### config.mk
export PLATFORM = sky130hd
export DESIGN_NAME = bpm_estimator
export DESIGN_NICKNAME = d
export VERILOG_FILES = /design/src/rtl/bpm_estimator.sv
export SDC_FILE = /design/constraint.sdc
export NUM_CORES = 1
export LEC_CHECK = 0
export ABC_AREA = 1
export BUFFER_PORTS_ARGS = -buffer_cell sky130_fd_sc_hd__buf_2
export CAP_MARGIN = 5
export CORE_MARGIN = 3
export CORE_UTILIZATION = 59
export CTS_BUF_LIST = sky130_fd_sc_hd__clkbuf_2 sky130_fd_sc_hd__clkbuf_4 sky130_fd_sc_hd__clkbuf_8
export CTS_CLUSTER_SIZE = 14
export DETAILED_ROUTE_END_ITERATION = 10
export GPL_TIMING_DRIVEN = 0
export PLACE_DENSITY = 0.83
export SYNTH_ARGS = -nofsm -noshare
export SYNTH_HDL_FRONTEND = slang
export SYNTH_SLANG_ARGS = --single-unit
### constraint.sdc
create_clock -name clk -period 3.9 [get_ports clk]
set_input_delay 0.78 -clock clk [delete_from_list [all_inputs] [get_ports clk]]
set_output_delay 0.78 -clock clk [all_outputs]
set_load 0.02 [all_outputs]
### src/rtl/bpm_estimator.sv
// Beat tracker: debounces onset edges, averages the last four beat intervals (ms) and
// converts the average to beats per minute with a 16-step restoring divider.
module bpm_estimator #(
    parameter int unsigned TICK_CYCLES     = 50000,
    parameter int unsigned MIN_INTERVAL_MS = 250,
    parameter int unsigned MAX_INTERVAL_MS = 2000
) (
    input  logic        clk,
    input  logic        reset_n,
    input  logic        beat_pulse_in,
    output logic        beat_detected,
    output logic [15:0] BPM_estimate,
    output logic        bpm_valid
);

    localparam int unsigned PresW = (TICK_CYCLES > 1) ? $clog2(TICK_CYCLES) : 1;
    localparam logic [PresW-1:0] PresLast = PresW'(TICK_CYCLES - 1);
    localparam logic [15:0] MinMs    = 16'(MIN_INTERVAL_MS);
    localparam logic [15:0] MaxMs    = 16'(MAX_INTERVAL_MS);
    localparam logic [15:0] Dividend = 16'd60000;

    typedef enum logic [2:0] {
        StWaitFirst,
        StTrack,
        StLoad,
        StDivide,
        StFinish
    } state_e;

    state_e             state_q, state_d;
    logic               prev_q;
    logic [PresW-1:0]   presc_q, presc_d;
    logic [15:0]        ms_q, ms_d;
    logic [15:0]        hist_q [4];
    logic [15:0]        hist_d [4];
    logic               hist_valid_q, hist_valid_d;
    logic [17:0]        sum_q, sum_d;
    logic [15:0]        divisor_q, divisor_d;
    logic [16:0]        rem_q, rem_d;
    logic [15:0]        quo_q, quo_d;
    logic [3:0]         iter_q, iter_d;
    logic               beat_q, beat_d;
    logic [15:0]        bpm_q, bpm_d;
    logic               valid_q, valid_d;

    logic               edge_det;
    logic               tick;
    logic               timeout;
    logic               run_cnt;
    logic               clr_cnt;
    logic               push;
    logic [15:0]        avg;
    logic [17:0]        rem_shift;
    logic               fits;
    logic [16:0]        rem_step;
    logic [15:0]        quo_step;

    assign edge_det = beat_pulse_in & ~prev_q;
    assign tick     = (presc_q == PresLast);
    assign timeout  = (ms_q == MaxMs);
    assign avg      = 16'(sum_q >> 2);

    // One restoring step: shift next dividend bit into the remainder, subtract if it fits.
    assign rem_shift = {rem_q, quo_q[15]};
    assign fits      = (rem_shift >= {2'b00, divisor_q});
    assign rem_step  = fits ? 17'(rem_shift - {2'b00, divisor_q}) : 17'(rem_shift);
    assign quo_step  = {quo_q[14:0], fits};

    always_comb begin
        state_d      = state_q;
        beat_d       = 1'b0;
        bpm_d        = bpm_q;
        valid_d      = valid_q;
        hist_d       = hist_q;
        hist_valid_d = hist_valid_q;
        divisor_d    = divisor_q;
        rem_d        = rem_q;
        quo_d        = quo_q;
        iter_d       = iter_q;
        run_cnt      = 1'b0;
        clr_cnt      = 1'b0;
        push         = 1'b0;

        unique case (state_q)
            StWaitFirst: begin
                if (edge_det) begin
                    beat_d  = 1'b1;
                    clr_cnt = 1'b1;
                    state_d = StTrack;
                end
            end
            StTrack: begin
                run_cnt = 1'b1;
                if (timeout) begin
                    // A coincident edge becomes the new reference beat of an empty history.
                    for (int i = 0; i < 4; i++) hist_d[i] = '0;
                    hist_valid_d = 1'b0;
                    bpm_d        = '0;
                    valid_d      = 1'b0;
                    clr_cnt      = 1'b1;
                    if (edge_det) begin
                        beat_d  = 1'b1;
                        state_d = StTrack;
                    end else begin
                        state_d = StWaitFirst;
                    end
                end else if (edge_det && (ms_q >= MinMs)) begin
                    beat_d  = 1'b1;
                    clr_cnt = 1'b1;
                    push    = 1'b1;
                    state_d = StLoad;
                end
            end
            StLoad: begin
                run_cnt   = 1'b1;
                divisor_d = avg;
                rem_d     = '0;
                quo_d     = Dividend;
                iter_d    = '0;
                state_d   = StDivide;
            end
            StDivide: begin
                run_cnt = 1'b1;
                rem_d   = rem_step;
                quo_d   = quo_step;
                iter_d  = iter_q + 4'd1;
                if (iter_q == 4'd15) begin
                    state_d = StFinish;
                end
            end
            StFinish: begin
                run_cnt = 1'b1;
                bpm_d   = quo_q;
                valid_d = 1'b1;
                state_d = StTrack;
            end
            default: begin
                state_d = StWaitFirst;
            end
        endcase

        if (push) begin
            if (hist_valid_q) begin
                hist_d[3] = hist_q[2];
                hist_d[2] = hist_q[1];
                hist_d[1] = hist_q[0];
                hist_d[0] = ms_q;
            end else begin
                for (int i = 0; i < 4; i++) hist_d[i] = ms_q;
                hist_valid_d = 1'b1;
            end
        end

        sum_d = 18'(hist_d[0]) + 18'(hist_d[1]) + 18'(hist_d[2]) + 18'(hist_d[3]);

        presc_d = presc_q;
        ms_d    = ms_q;
        if (clr_cnt) begin
            presc_d = '0;
            ms_d    = '0;
        end else if (run_cnt) begin
            if (tick) begin
                presc_d = '0;
                if (ms_q != MaxMs) begin
                    ms_d = ms_q + 16'd1;
                end
            end else begin
                presc_d = presc_q + 1'b1;
            end
        end
    end

    always_ff @(posedge clk or negedge reset_n) begin
        if (!reset_n) begin
            state_q      <= StWaitFirst;
            prev_q       <= 1'b0;
            presc_q      <= '0;
            ms_q         <= '0;
            for (int i = 0; i < 4; i++) hist_q[i] <= '0;
            hist_valid_q <= 1'b0;
            sum_q        <= '0;
            divisor_q    <= '0;
            rem_q        <= '0;
            quo_q        <= '0;
            iter_q       <= '0;
            beat_q       <= 1'b0;
            bpm_q        <= '0;
            valid_q      <= 1'b0;
        end else begin
            state_q      <= state_d;
            prev_q       <= beat_pulse_in;
            presc_q      <= presc_d;
            ms_q         <= ms_d;
            for (int i = 0; i < 4; i++) hist_q[i] <= hist_d[i];
            hist_valid_q <= hist_valid_d;
            sum_q        <= sum_d;
            divisor_q    <= divisor_d;
            rem_q        <= rem_d;
            quo_q        <= quo_d;
            iter_q       <= iter_d;
            beat_q       <= beat_d;
            bpm_q        <= bpm_d;
            valid_q      <= valid_d;
        end
    end

    assign beat_detected = beat_q;
    assign BPM_estimate  = bpm_q;
    assign bpm_valid     = valid_q;

endmodule

==> results of run 1 <==
synth_stat cells, drive strengths merged (6+ instances only):
cell type	number	area, µm²
o21ai	136	680.7
nand3	68	357.8
xnor2	7	61.31
a22oi	8	60.06
fa	33	660.6
buf	11	61.31
o211ai	6	45.04
nand2	219	834.6
o22ai	21	131.4
ha	36	450.4
clkbuf	33	123.9
dfrtp	188	4705
inv	195	734.5
nor2	108	455.4
nor3	16	85.08
nand4	13	81.33
xor2	26	227.7
a21oi	116	580.6
placed cells by master, fill, tap and decap left out, types with 8 or more instances in the layout:
cell type / synthesis / layout
nand2_1: 216 / 187
dfrtp_1: 188 / 184
inv_1: 189 / 164
a21oi_1: 116 / 103
nor2_1: 103 / 95
o21ai_0: 122 / 86
buf_4: 1 / 67
nand3_1: 66 / 60
fa_1: 33 / 28
nand2_2: 2 / 25
o21ai_1: 14 / 25
xor2_1: 26 / 25
inv_2: 5 / 24
buf_2: 7 / 24
clkbuf_1: 33 / 21
o22ai_1: 21 / 21
clkbuf_8: 0 / 21
ha_1: 36 / 21
o21ai_2: 0 / 14
ha_4: 0 / 14
nor3_1: 15 / 13
nand4_1: 13 / 13
o21ai_4: 0 / 11
a21oi_2: 0 / 9
a22oi_1: 8 / 8
worst register-to-register path, stage by stage (launching register included):
cell	delay (ns)
dfrtp_1	0.43
inv_2	0.11
ha_2	0.16
nand3b_1	0.13
nand2_2	0.12
nand2_2	0.11
nand3_4	0.12
nand2_8	0.11
inv_4	0.04
clkbuf_8	0.15
clkbuf_16	0.16
nand2_1	0.10
o21ai_2	0.09
fa_1	0.52
inv_1	0.07
fa_1	0.53
inv_2	0.06
ha_4	0.24
nand2_1	0.06
nand2_1	0.10
a31oi_2	0.17
nand3_2	0.13
nand3_2	0.10
nand2_2	0.07
nand3_2	0.08
nand2_2	0.06
xor2_1	0.18
how the worst max path moves through the flow:
stage	slack, ns	from	depth (start not counted)	to
6_report	-0.43	ms_q[0]	26	sum_q[15]
5_1_grt	-0.51	ms_q[0]	26	sum_q[15]
4_1_cts	-0.12	ms_q[0]	25	sum_q[13]
3_5_place_dp	-0.94	beat_pulse_in	23	sum_q[15]
3_3_place_gp	-0.93	reset_n	1	sum_q[5]
2_1_floorplan	-0.08	beat_pulse_in	23	sum_q[15]
power by group:
| group | internal (µW) | total, µW | switching [µW] | leakage, µW |
|---|---|---|---|---|
| combinational | 1320 | 3620 | 2300 | 0.00357 |
| sequential | 2400 | 2630 | 228 | 0.00237 |
| clock | 554 | 1370 | 819 | 0.000208 |
layout make-up:
cell class	instances	area [µm²]
buffer	44	319.1
clock buffer	18	241.5
clock inverter	14	175.2
fill	1155	4521
inverter	197	764.5
multi-input combinational	839	5608
sequential	188	4710
tap	225	281.5
timing repair buffer	93	737.0
state kept, by name, summed over array words and instances (netlist names):
| register | flops |
|---|---|
| BPM_estimate | 16 |
| beat_detected | 1 |
| bpm_valid | 1 |
| divisor_q | 16 |
| hist_q | 64 |
| hist_valid_q | 1 |
| iter_q | 4 |
| ms_q | 16 |
| presc_q | 16 |
| prev_q | 1 |
| quo_q | 16 |
| rem_q | 17 |
| state_q | 3 |
| sum_q | 16 |
stage by stage:
step	power, µW	utilization, %	hold WS [ns]
after global routing	8200	73.95	0.2349
after floorplan	4975	-	0.4253
after detailed placement	5800	64.53	0.4338
final	7629	73.95	0.2211
after CTS	7429	72.43	0.2546
after global placement	5688	64.31	0.4308
layer usage:
layer  vias up  GRT usage (%)  wire length (µm)  share of wire (%)
met1      4694          38.75             11690                 39
met5         -              0                 0                  0
met4         0          12.70              1399                4.7
met2       512          48.45             14330                 48
met3       134          6.873              2258                7.6
li1       4344              -                 -                  -
cells by family after synthesis:
kind of cell / synth area share, %
DFF: 44.67
buffers and inverters: 8.803
AOI/OAI and AO/OA: 15.44
adders and majority gates: 10.55
xor gates and xnor gates: 2.744
and+or+nand+nor: 17.80
repair_timing:
action,4_1_cts,5_1_grt
pin swaps,56,16
cloned,3,1
setup endpoints to repair,16,15
buffers inserted,55,14
resized for setup,139,43
==> summary.md, run 1 <==
| Metric | Value |
|---|---|
| Largest net degree at the start of global routing | `114` |
| Gr usage total | `29.80%` |
| Clock Skew | `0.02336 ns` |
| Register area share after synthesis | `44.67%` |
| Worst r2r dst | `sum_q[15]` |
| Final #Nets | `1452` |
| DR DRC count | `0` |
| Worst skew pair latency | `0.50 ns` |
| Vias | `9684` |
| Fmax | `231.1 MHz` |
| Area delta synth->final | `21.87%` |
| Final Cycle Share | `111.0%` |
| Power Density | `594.4 nW/µm²` |
| Routed wire length | `29.68 mm` |
| Clock Tree Buf Depth | `2` |
| Share of cells above drive strength 1 | `21.68%` |
| Initial antenna violation count | `0` |
| YS warnings | `0` |
| Buf+Inv Stages, Crit Path | `6` |
| Inst Count DP | `1514` |
| Max-cap violations | `0` |
| RR Startpoint | `ms_q[0]` |
| Data arrival, critical path | `4.71 ns` |
| # diodes | `0` |
| Core ar. | `17360 µm²` |
| CP peak stage delay | `0.53 ns` |
| Final setup vio count | `12` |
| Failing checks | `negative setup slack` |
| Initial Util | `60.68%` |
| H-Tree Depth | `4` |
| Setup TNS | `-3.031 ns` |
| Iter 0 DRT Violations | `933` |
| Cell Area, Synth | `10530 µm²` |
| CP Class | `register to register` |
| Die Span Y | `139.6 µm` |
| Die width | `139.6 µm` |
| Post-Synthesis Cells | `1268` |
| Flop2flop setup slack | `-0.43 ns` |
| CP delay by family, top | `adder cells` |
| CP max-delay cell | `fa_1` |
| IO Pins | `21` |
| Dpl ws | `-0.9430 ns` |
| Critical Path RT | `4.28 ns` |
| DPL Wire Length | `18.16 mm` |
| Max-slew headroom | `52.92%` |
| Startpoint types | `register` |
| Area after DPL | `11200 µm²` |
| First-pass GRT wire length | `47.04 mm` |
| Routability congestion estimate | `0.9303` |
| Mapped Nets | `1340` |
| Drt via density | `5.985` |
| TritonCTS clock tree | `yes` |
| Post-synth EDFFs | `0` |
| Total CTS buffers | `17` |
| # hold bufs at CTS | `0` |
| Setup ws final | `-0.4274 ns` |
| Fin. max-slew vios | `0` |
| Root Buffer | `clkbuf_8` |
| RSZ-0062 raised after global routing | `true` |
| Drt first pass iters | `6` |
| Clk sink count | `188` |
| Worst-path clk slew | `0.12 ns` |
| Ys async rst share | `100.0%` |
| WL per Instance | `18.34 µm` |
| Vias in the first global route | `9647` |
| Final instance area | `12840 µm²` |
| Slew at the pin with the worst max-slew slack | `0.7036 ns` |
| Leak | `0.006153 µW` |
| Worst reg2reg path depth | `26` |
| Most Frequent Cell on Critical Path | `nand2_2` |
| VDD IR max | `0.0004351 V` |
| Hold WC Path Type | `input port to async pin` |
| Number of synthesized register bits | `188` |
| Total Die Area | `19490 µm²` |
| Worst-path fanout max | `6` |
| CP Capture Type | `register` |
| Top_reg_cell synth | `dfrtp_1` |
| Final antenna-violating net count | `0` |
| Endpoints failing hold | `0` |
| Non-Filler Instances | `1618` |
| Final worst path period need | `4.327 ns` |
| Avg Cell Area, Syn | `8.306 µm²` |
| Status | `finished, violations left` |
| IO buf count | `20` |
| GRT Residual Overflow | `0` |
| Num rows | `48` |
| Unique masters post-synth | `46` |
(Power assumes the default switching activity.)
==> inputs of run 2 (changes only) <==
--- a/config.mk
+++ b/config.mk
@@ -14,6 +14,7 @@
 export CTS_CLUSTER_SIZE = 14
 export DETAILED_ROUTE_END_ITERATION = 10
 export GPL_TIMING_DRIVEN = 0
+export MAX_ROUTING_LAYER = met4
 export PLACE_DENSITY = 0.83
 export SYNTH_ARGS = -nofsm -noshare
 export SYNTH_HDL_FRONTEND = slang
==> run 2 against run 1 <==
  * The run still ends with negative setup slack left
  * Power about the same
  * Final cell count up 0.80%
  * Largest power group unchanged
  * Highest routed layer unchanged
  * Worst setup slack worse by 0.15 ns
  * Die area unchanged
==> summary.md, run 2 (synthesized netlist as in run 1, its figures left out) <==
| Metric | Value |
|---|---|
| DPL Wire Length | `17.96 mm (-1.1%)` |
| Total Die Area | `19490 µm² (unchanged)` |
| Final worst path period need | `4.475 ns (+0.1472 ns)` |
| Power Density | `591.5 nW/µm² (-0.49%)` |
| Iter 0 DRT Violations | `1211 (+30%)` |
| Fmax | `223.5 MHz (-3.3%)` |
| CP peak stage delay | `0.53 ns (about the same)` |
| Critical Path RT | `4.28 ns (about the same)` |
| Share of cells above drive strength 1 | `21.83% (+0.16 points)` |
| Total CTS buffers | `17 (unchanged)` |
| Most frequent cells in the layout | `192 x nand2_1, 183 x dfrtp_1, 166 x inv_1` |
| TritonCTS clock tree | `yes` |
| Fin. max-slew vios | `0 (unchanged)` |
| Root Buffer | `clkbuf_8` |
| RSZ-0062 raised after global routing | `true` |
| Failing checks | `negative setup slack` |
| H-Tree Depth | `4 (unchanged)` |
| Vias in the first global route | `9729 (+0.85%)` |
| Worst-path clk slew | `0.12 ns (about the same)` |
| Num rows | `48 (unchanged)` |
| Worst hold margin | `0.2425 ns (+0.02147 ns)` |
| Gr usage total | `31.13% (+1.3 points)` |
| Fill cells | `1076 (-6.8%)` |
| Clock Tree Buf Depth | `2 (unchanged)` |
| Endpoints failing hold | `0 (unchanged)` |
| CP Class | `register to register` |
| Worst skew pair latency | `0.50 ns (about the same)` |
| Hold WC Path Type | `input port to async pin` |
| Final Cycle Share | `114.7% (+3.8 points)` |
| Top Registers | `hist_q x64, rem_q x17` |
| Reg area | `4711 µm² (about the same)` |
| Most Frequent Cell on Critical Path | `nand2_1` |
| Area delta synth->final | `22.40%` |
| Routed wire length | `31.54 mm (+6.3%)` |
| Final antenna-violating net count | `0 (unchanged)` |
| Area of the multi-input gates | `5590 µm² (-0.31%)` |
| WL per Instance | `19.34 µm (+5.4%)` |
| Max-cap violations | `0 (unchanged)` |
| Area after DPL | `11200 µm² (unchanged)` |
| Number of flip-flops in the largest register | `64 (unchanged)` |
| Setup ws final | `-0.5746 ns (-0.1472 ns)` |
| GRT Residual Overflow | `0 (unchanged)` |
| Final instance area | `12890 µm² (+0.44%)` |
| # diodes | `0 (unchanged)` |
| Drt first pass iters | `6 (unchanged)` |
| Buf+Inv Stages, Crit Path | `7 (+1)` |
| Slew at the pin with the worst max-slew slack | `0.7301 ns (+0.02649 ns)` |
| Dpl ws | `-0.8871 ns (+0.05596 ns)` |
| Clk sink count | `188 (unchanged)` |
| CP max-delay cell | `fa_1` |
| Largest net degree at the start of global routing | `116 (+1.8%)` |
| Initial Util | `60.68% (unchanged)` |
| Reg with most FFs | `hist_q` |
| DR DRC count | `0 (unchanged)` |
| VDD IR max | `0.0004626 V (+6.3%)` |
| Final core occ | `74.28% (+0.32 points)` |
| CP Capture Type | `register` |
| IO buf count | `20 (unchanged)` |
| Worst-path fanout max | `10 (+4)` |
| Data arrival, critical path | `4.86 ns (+0.15 ns)` |
| Clock Skew | `0.02388 ns (+0.0005203 ns)` |
| Stages on the worst setup path | `24 (-7.7%)` |
| Worst reg2reg path depth | `24 (-7.7%)` |
| Tot Pwr | `7625 µW (about the same)` |
| IO Pins | `21 (unchanged)` |
| Final setup vio count | `16 (+4)` |
| Critical-path cell list | `inv_2, nand2_1, nor2_1, nand2_1, nor2_4, nor2_4, inv_2, nor2_4, inv_4, buf_8, buf_4, o21ai_2, fa_1, inv_1, fa_1, inv_1, ha_4, a21o_1, a21oi_1, nor2_1, nor3_2, nand2_1, nand2_1, nand2_1` |
| Routability congestion estimate | `0.9498 (+2.1%)` |
| Status | `finished, violations left` |
| Leak | `0.006185 µW (+0.52%)` |
| CP delay by family, top | `adder cells` |
| Vias | `9977 (+3.0%)` |
| Final #Nets | `1465 (+0.90%)` |
| Die width | `139.6 µm (unchanged)` |
| Die Span Y | `139.6 µm (unchanged)` |
| Initial antenna violation count | `0 (unchanged)` |
| Drt via density | `6.117 (+2.2%)` |
| Core ar. | `17360 µm² (unchanged)` |
| Max-slew headroom | `51.33% (-1.6 points)` |
| # hold bufs at CTS | `0 (unchanged)` |
| Commonest non-fill, non-tap cell in the layout | `nand2_1` |
| First-pass GRT wire length | `47.84 mm (+1.7%)` |
| Startpoint types | `register` |
## run 2: power breakdown
group / internal [µW] / total [µW] / switching (µW)
clock: 490 / 1320 / 831
sequential: 2410 / 2630 / 229
combinational: 1330 / 3670 / 2340
## run 2: per-stage QoR
step                      cells  TNS [ns]
after floorplan            1268   -0.1549
after global routing       1631    -6.711
after global placement     1513   -178.70
after detailed placement   1514    -10.09
final                      1631    -6.175
after CTS                  1616   -0.8879
## run 2: layer usage
| metal | share of wire (%) | vias up | track usage (%) |
|---|---|---|---|
| met2 | 47 | 624 | 49.47 |
| met4 | 6.6 | 0 | 14.23 |
| met5 | 0 | - | - |
| met1 | 38 | 4755 | 39.14 |
| li1 | - | 4380 | - |
| met3 | 8.9 | 218 | 5.808 |
## run 2: final timing paths
kind | from | end | slack [ns]
hold / removal | reset_n | presc_q[14] | 0.24
max in group asynchronous | reset_n | hist_q[10] | 2.68
min in group clk | sum_q[2] | divisor_q[0] | 0.46
setup reg to reg | ms_q[2] | sum_q[16] | -0.57
hold reg to reg | sum_q[2] | divisor_q[0] | 0.46
setup / recovery | ms_q[2] | sum_q[16] | -0.57
## run 2: area by class of cell
class                   instances  share of cell area (%)
multi-input cells             839                   43.36
flip-flops and latches        188                   36.54
repair buffers                107                   6.599
inverters                     197                   5.881
plain buffers                  43                   2.407
well taps                     225                   2.184
clock buffers                  18                   1.873
clock inverters                14                   1.155
## run 2: timing repair
action	CTS	global route
endpoints found under the setup margin	16	16
cloned	2	1
pin swaps	46	38
resized for setup	99	76
buffers inserted	70	15
==> inputs of run 3 (changes only) <==
--- a/config.mk
+++ b/config.mk
@@ -5,7 +5,7 @@
 export SDC_FILE = /design/constraint.sdc
 export NUM_CORES = 1
 export LEC_CHECK = 0
-export ABC_AREA = 1
+export ABC_AREA = 0
 export BUFFER_PORTS_ARGS = -buffer_cell sky130_fd_sc_hd__buf_2
 export CAP_MARGIN = 5
 export CORE_MARGIN = 3
@@ -13,7 +13,7 @@
 export CTS_BUF_LIST = sky130_fd_sc_hd__clkbuf_2 sky130_fd_sc_hd__clkbuf_4 sky130_fd_sc_hd__clkbuf_8
 export CTS_CLUSTER_SIZE = 14
 export DETAILED_ROUTE_END_ITERATION = 10
-export GPL_TIMING_DRIVEN = 0
+export GPL_TIMING_DRIVEN = 1
 export MAX_ROUTING_LAYER = met4
 export PLACE_DENSITY = 0.83
 export SYNTH_ARGS = -nofsm -noshare
==> run 3 against run 2 <==
  * The run still ends with negative setup slack left
  * Sequential power shrank 26%
  * Global-route usage shrank 2.4 points
  * Worst setup slack lost 0.49 ns
  * Count of clock-buffer cells in the layout grew 1
  * Highest routed layer unchanged
  * Critical endpoint unchanged
  * Hold slack gained 0.14 ns
  * Sequential share of layout area grew 1.3 points
==> summary.md, run 3 <==
| Metric | Value |
|---|---|
| Startpoint types | `register` |
| Reg with most FFs | `hist_q` |
| Area delta synth->final | `21.57%` |
| Die width | `137.6 µm (-1.4%)` |
| Core ar. | `16760 µm² (-3.4%)` |
| Area after DPL | `11560 µm² (+3.3%)` |
| Post-synth EDFFs | `0 (unchanged)` |
| Register area share after synthesis | `46.02% (+1.4 points)` |
| Failing checks | `negative setup slack` |
| RSZ-0062 raised after global routing | `true` |
| Inst Count DP | `1422 (-6.1%)` |
| Final antenna-violating net count | `0 (unchanged)` |
| Number of synthesized register bits | `188 (unchanged)` |
| Root Buffer | `clkbuf_8` |
| Num rows | `47 (-2.1%)` |
| Post-Synthesis Cells | `1097 (-13%)` |
| Endpoints failing hold | `0 (unchanged)` |
| Clock Tree Buf Depth | `2 (unchanged)` |
| H-Tree Depth | `4 (unchanged)` |
| Non-Filler Instances | `1478 (-9.4%)` |
| Routability congestion estimate | `0.8582 (-9.6%)` |
| Post-synth top area cell | `dfrtp_1` |
| Final worst path period need | `4.964 ns (+0.4896 ns)` |
| Ys async rst share | `100.0% (unchanged)` |
| Fmax | `201.4 MHz (-9.9%)` |
| Commonest non-fill, non-tap cell in the layout | `dfrtp_1` |
| Clock Skew | `0.01964 ns (-0.004242 ns)` |
| Avg Cell Area, Syn | `9.318 µm² (+12%)` |
| Most frequent cells in the layout | `187 x dfrtp_1, 153 x nand2_1, 148 x buf_4` |
| Top cell type's share of synthesized area | `46.02% (+1.4 points)` |
| WL per Instance | `17.17 µm (-11%)` |
| Unique masters post-synth | `64 (+39%)` |
| Largest net degree at the start of global routing | `103 (-11%)` |
| Synth top cells by count | `188 x dfrtp_1, 159 x nand2_1, 130 x o21ai_0, 95 x inv_1, 84 x a21oi_1` |
| GRT Residual Overflow | `0 (unchanged)` |
| Clk sink count | `188 (unchanged)` |
| CP max-delay cell | `fa_1` |
| VDD IR max | `0.0003121 V (-33%)` |
| Vias | `8644 (-13%)` |
| Mapped Nets | `1169 (-13%)` |
| Gr usage total | `28.73% (-2.4 points)` |
| Max-cap violations | `0 (unchanged)` |
| # diodes | `0 (unchanged)` |
| Power Density | `268.9 nW/µm² (-55%)` |
| Worst-path fanout max | `15 (+5)` |
| Final #Nets | `1318 (-10%)` |
| Iter 0 DRT Violations | `859 (-29%)` |
| Number of flip-flops in the largest register | `64 (unchanged)` |
| Setup ws final | `-1.064 ns (-0.4896 ns)` |
| Top_reg_cell synth | `dfrtp_1` |
| Final setup vio count | `14 (-2)` |
| Worst-path clk slew | `0.11 ns (about the same)` |
| DR DRC count | `0 (unchanged)` |
| Critical-path cell list | `or4b_4, nor4_4, buf_4, nand2_4, nor2_4, nor2_4, buf_12, nand2_1, o21ai_2, fa_1, inv_1, fa_1, inv_1, ha_4, and3_1, nand4_1, o31a_1, a22o_4, o21ai_4, a41oi_2, xnor2_1` |
| Fin. max-slew vios | `0 (unchanged)` |
| Data arrival, critical path | `5.35 ns (+0.49 ns)` |
| DPL Wire Length | `15.85 mm (-12%)` |
| IO Pins | `21 (unchanged)` |
| Hold WC Path Type | `input port to async pin` |
| First-pass GRT wire length | `41.61 mm (-13%)` |
| Leak | `0.006149 µW (-0.58%)` |
| CP Capture Type | `register` |
| Routed wire length | `25.38 mm (-20%)` |
| YS warnings | `0 (unchanged)` |
| Drt first pass iters | `6 (unchanged)` |
| TritonCTS clock tree | `yes` |
| Vias in the first global route | `8564 (-12%)` |
| Fill cells | `1077 (+0.093%)` |
| Worst skew pair latency | `0.50 ns (about the same)` |
| Max-slew headroom | `44.45% (-6.9 points)` |
| IO buf count | `20 (unchanged)` |
| Final instance area | `12430 µm² (-3.6%)` |
| CP Class | `register to register` |
| Total Die Area | `18940 µm² (-2.8%)` |
| Status | `finished, violations left` |
| Most frequent cell after synthesis | `dfrtp_1` |
| Top cells by area, synth | `dfrtp_1 46%, fa_1 6.5%, o21ai_0 6.4%` |
| Die Span Y | `137.6 µm (-1.4%)` |
| Total CTS buffers | `17 (unchanged)` |
| Cell Area, Synth | `10220 µm² (-2.9%)` |
| CP peak stage delay | `0.57 ns (+0.04 ns)` |
| Top Registers | `hist_q x64, rem_q x17` |
| Initial Util | `60.99% (+0.31 points)` |
| Final Cycle Share | `127.3% (+13 points)` |
| Slew at the pin with the worst max-slew slack | `0.8332 ns (+0.1031 ns)` |
| Critical Path RT | `4.29 ns (about the same)` |
| Drt via density | `5.848 (-4.4%)` |
| Share of cells above drive strength 1 | `22.34% (+0.50 points)` |
| Initial antenna violation count | `0 (unchanged)` |
## run 3: cell types whose count changed in the layout (fill, tap and decap cells not counted), sizes merged, moves of 22 or more
cell	previous run	this run
nor2	108	60
clkbuf	49	20
nand2	219	159
a21oi	116	86
inv	202	99
buf	119	176
nor2b	0	22
nand3	68	33
## run 3: routing by layer
| metal | share of wire (%) | global-route usage, % | vias up |
|---|---|---|---|
| li1 | - | - | 4008 |
| met1 | 41 | 35.81 | 4229 |
| met2 | 50 | 46.31 | 310 |
| met3 | 4.7 | 4.821 | 97 |
| met4 | 4.4 | 12.97 | 0 |
| met5 | 0 | - | - |
## run 3: area by class of cell
| cell class | instances | area (µm²) | area share, % |
|---|---|---|---|
| Clock inverter | 12 | 136.4 | 1.097 |
| Tap cell | 220 | 275.3 | 2.215 |
| Timing Repair Buffer | 178 | 1439 | 11.58 |
| Sequential cell | 188 | 4706 | 37.87 |
| Inverter | 95 | 356.6 | 2.870 |
| Multi-Input combinational cell | 766 | 5259 | 42.32 |
| Clock buffer | 19 | 255.2 | 2.054 |
## run 3: repair_timing
action	CTS	global route
pin swaps	18	22
gates resized for setup	35	33
setup endpoints to repair	16	16
hold endpoints to repair	0	0
hold buffers	0	0
buffers inserted	23	10
gates cloned	4	0
## run 3: logic make-up (layout without fill, tap and decap cells)
family                   after synthesis  count (layout)  synth area share, %
AO/OA/AOI/OAI                        289             289                16.59
XOR/XNOR                              43              43                3.684
adder cells (fa/ha/maj)               69              69                10.87
buffers and inverters                144             304                5.386
flip-flops                           188             188                46.02
multiplexers                          12              12                1.187
AND/OR/NAND/NOR                      352             353                16.27
## run 3: report_power, final
part / total [µW] / switching [µW] / internal [µW]
logic: 63.2 / 51.1 / 12.1
clock network: 1330 / 730 / 596
registers: 1950 / 3.04 / 1950
## run 3: worst paths after layout
path                                from             to  slack [ns]  depth (start not counted)
min in group clk           beat_pulse_in         prev_q        0.42                          1
max in group asynchronous        reset_n     hist_q[37]        2.53                          2
max                              ms_q[3]      sum_q[16]       -1.06                         21
min                              reset_n     presc_q[8]        0.38                          1
max reg2reg                      ms_q[3]      sum_q[16]       -1.06                         21
min reg2reg                    sum_q[15]  divisor_q[13]        0.47                          2
## run 3: worst max-delay path: cells and delay by family, from the launching register on
kind,cells,cell delay (ns)
flip-flops,1,0.40
XOR/XNOR,1,0.24
AND/OR/NAND/NOR,8,1.38
adder cells (fa/ha/maj),3,1.38
AO/OA/AOI/OAI,5,0.93
buffers and inverters,4,0.49
## run 3: metrics by stage
stage / hold slack (ns) / utilization [%] / TNS [ns] / setup slack (ns) / total power, µW
CTS: 0.4051 / 73.24 / -9.281 / -0.9308 / 3350
finish: 0.3819 / 74.15 / -10.74 / -1.064 / 3341
global route: 0.4130 / 74.15 / -12.79 / -1.196 / 3444
floorplan: 0.4257 / - / -8.049 / -0.9298 / 2001
detailed placement: 0.4365 / 69.00 / -11.87 / -1.169 / 2054
global placement: 0.4281 / 69.00 / -8.534 / -0.9061 / 2053
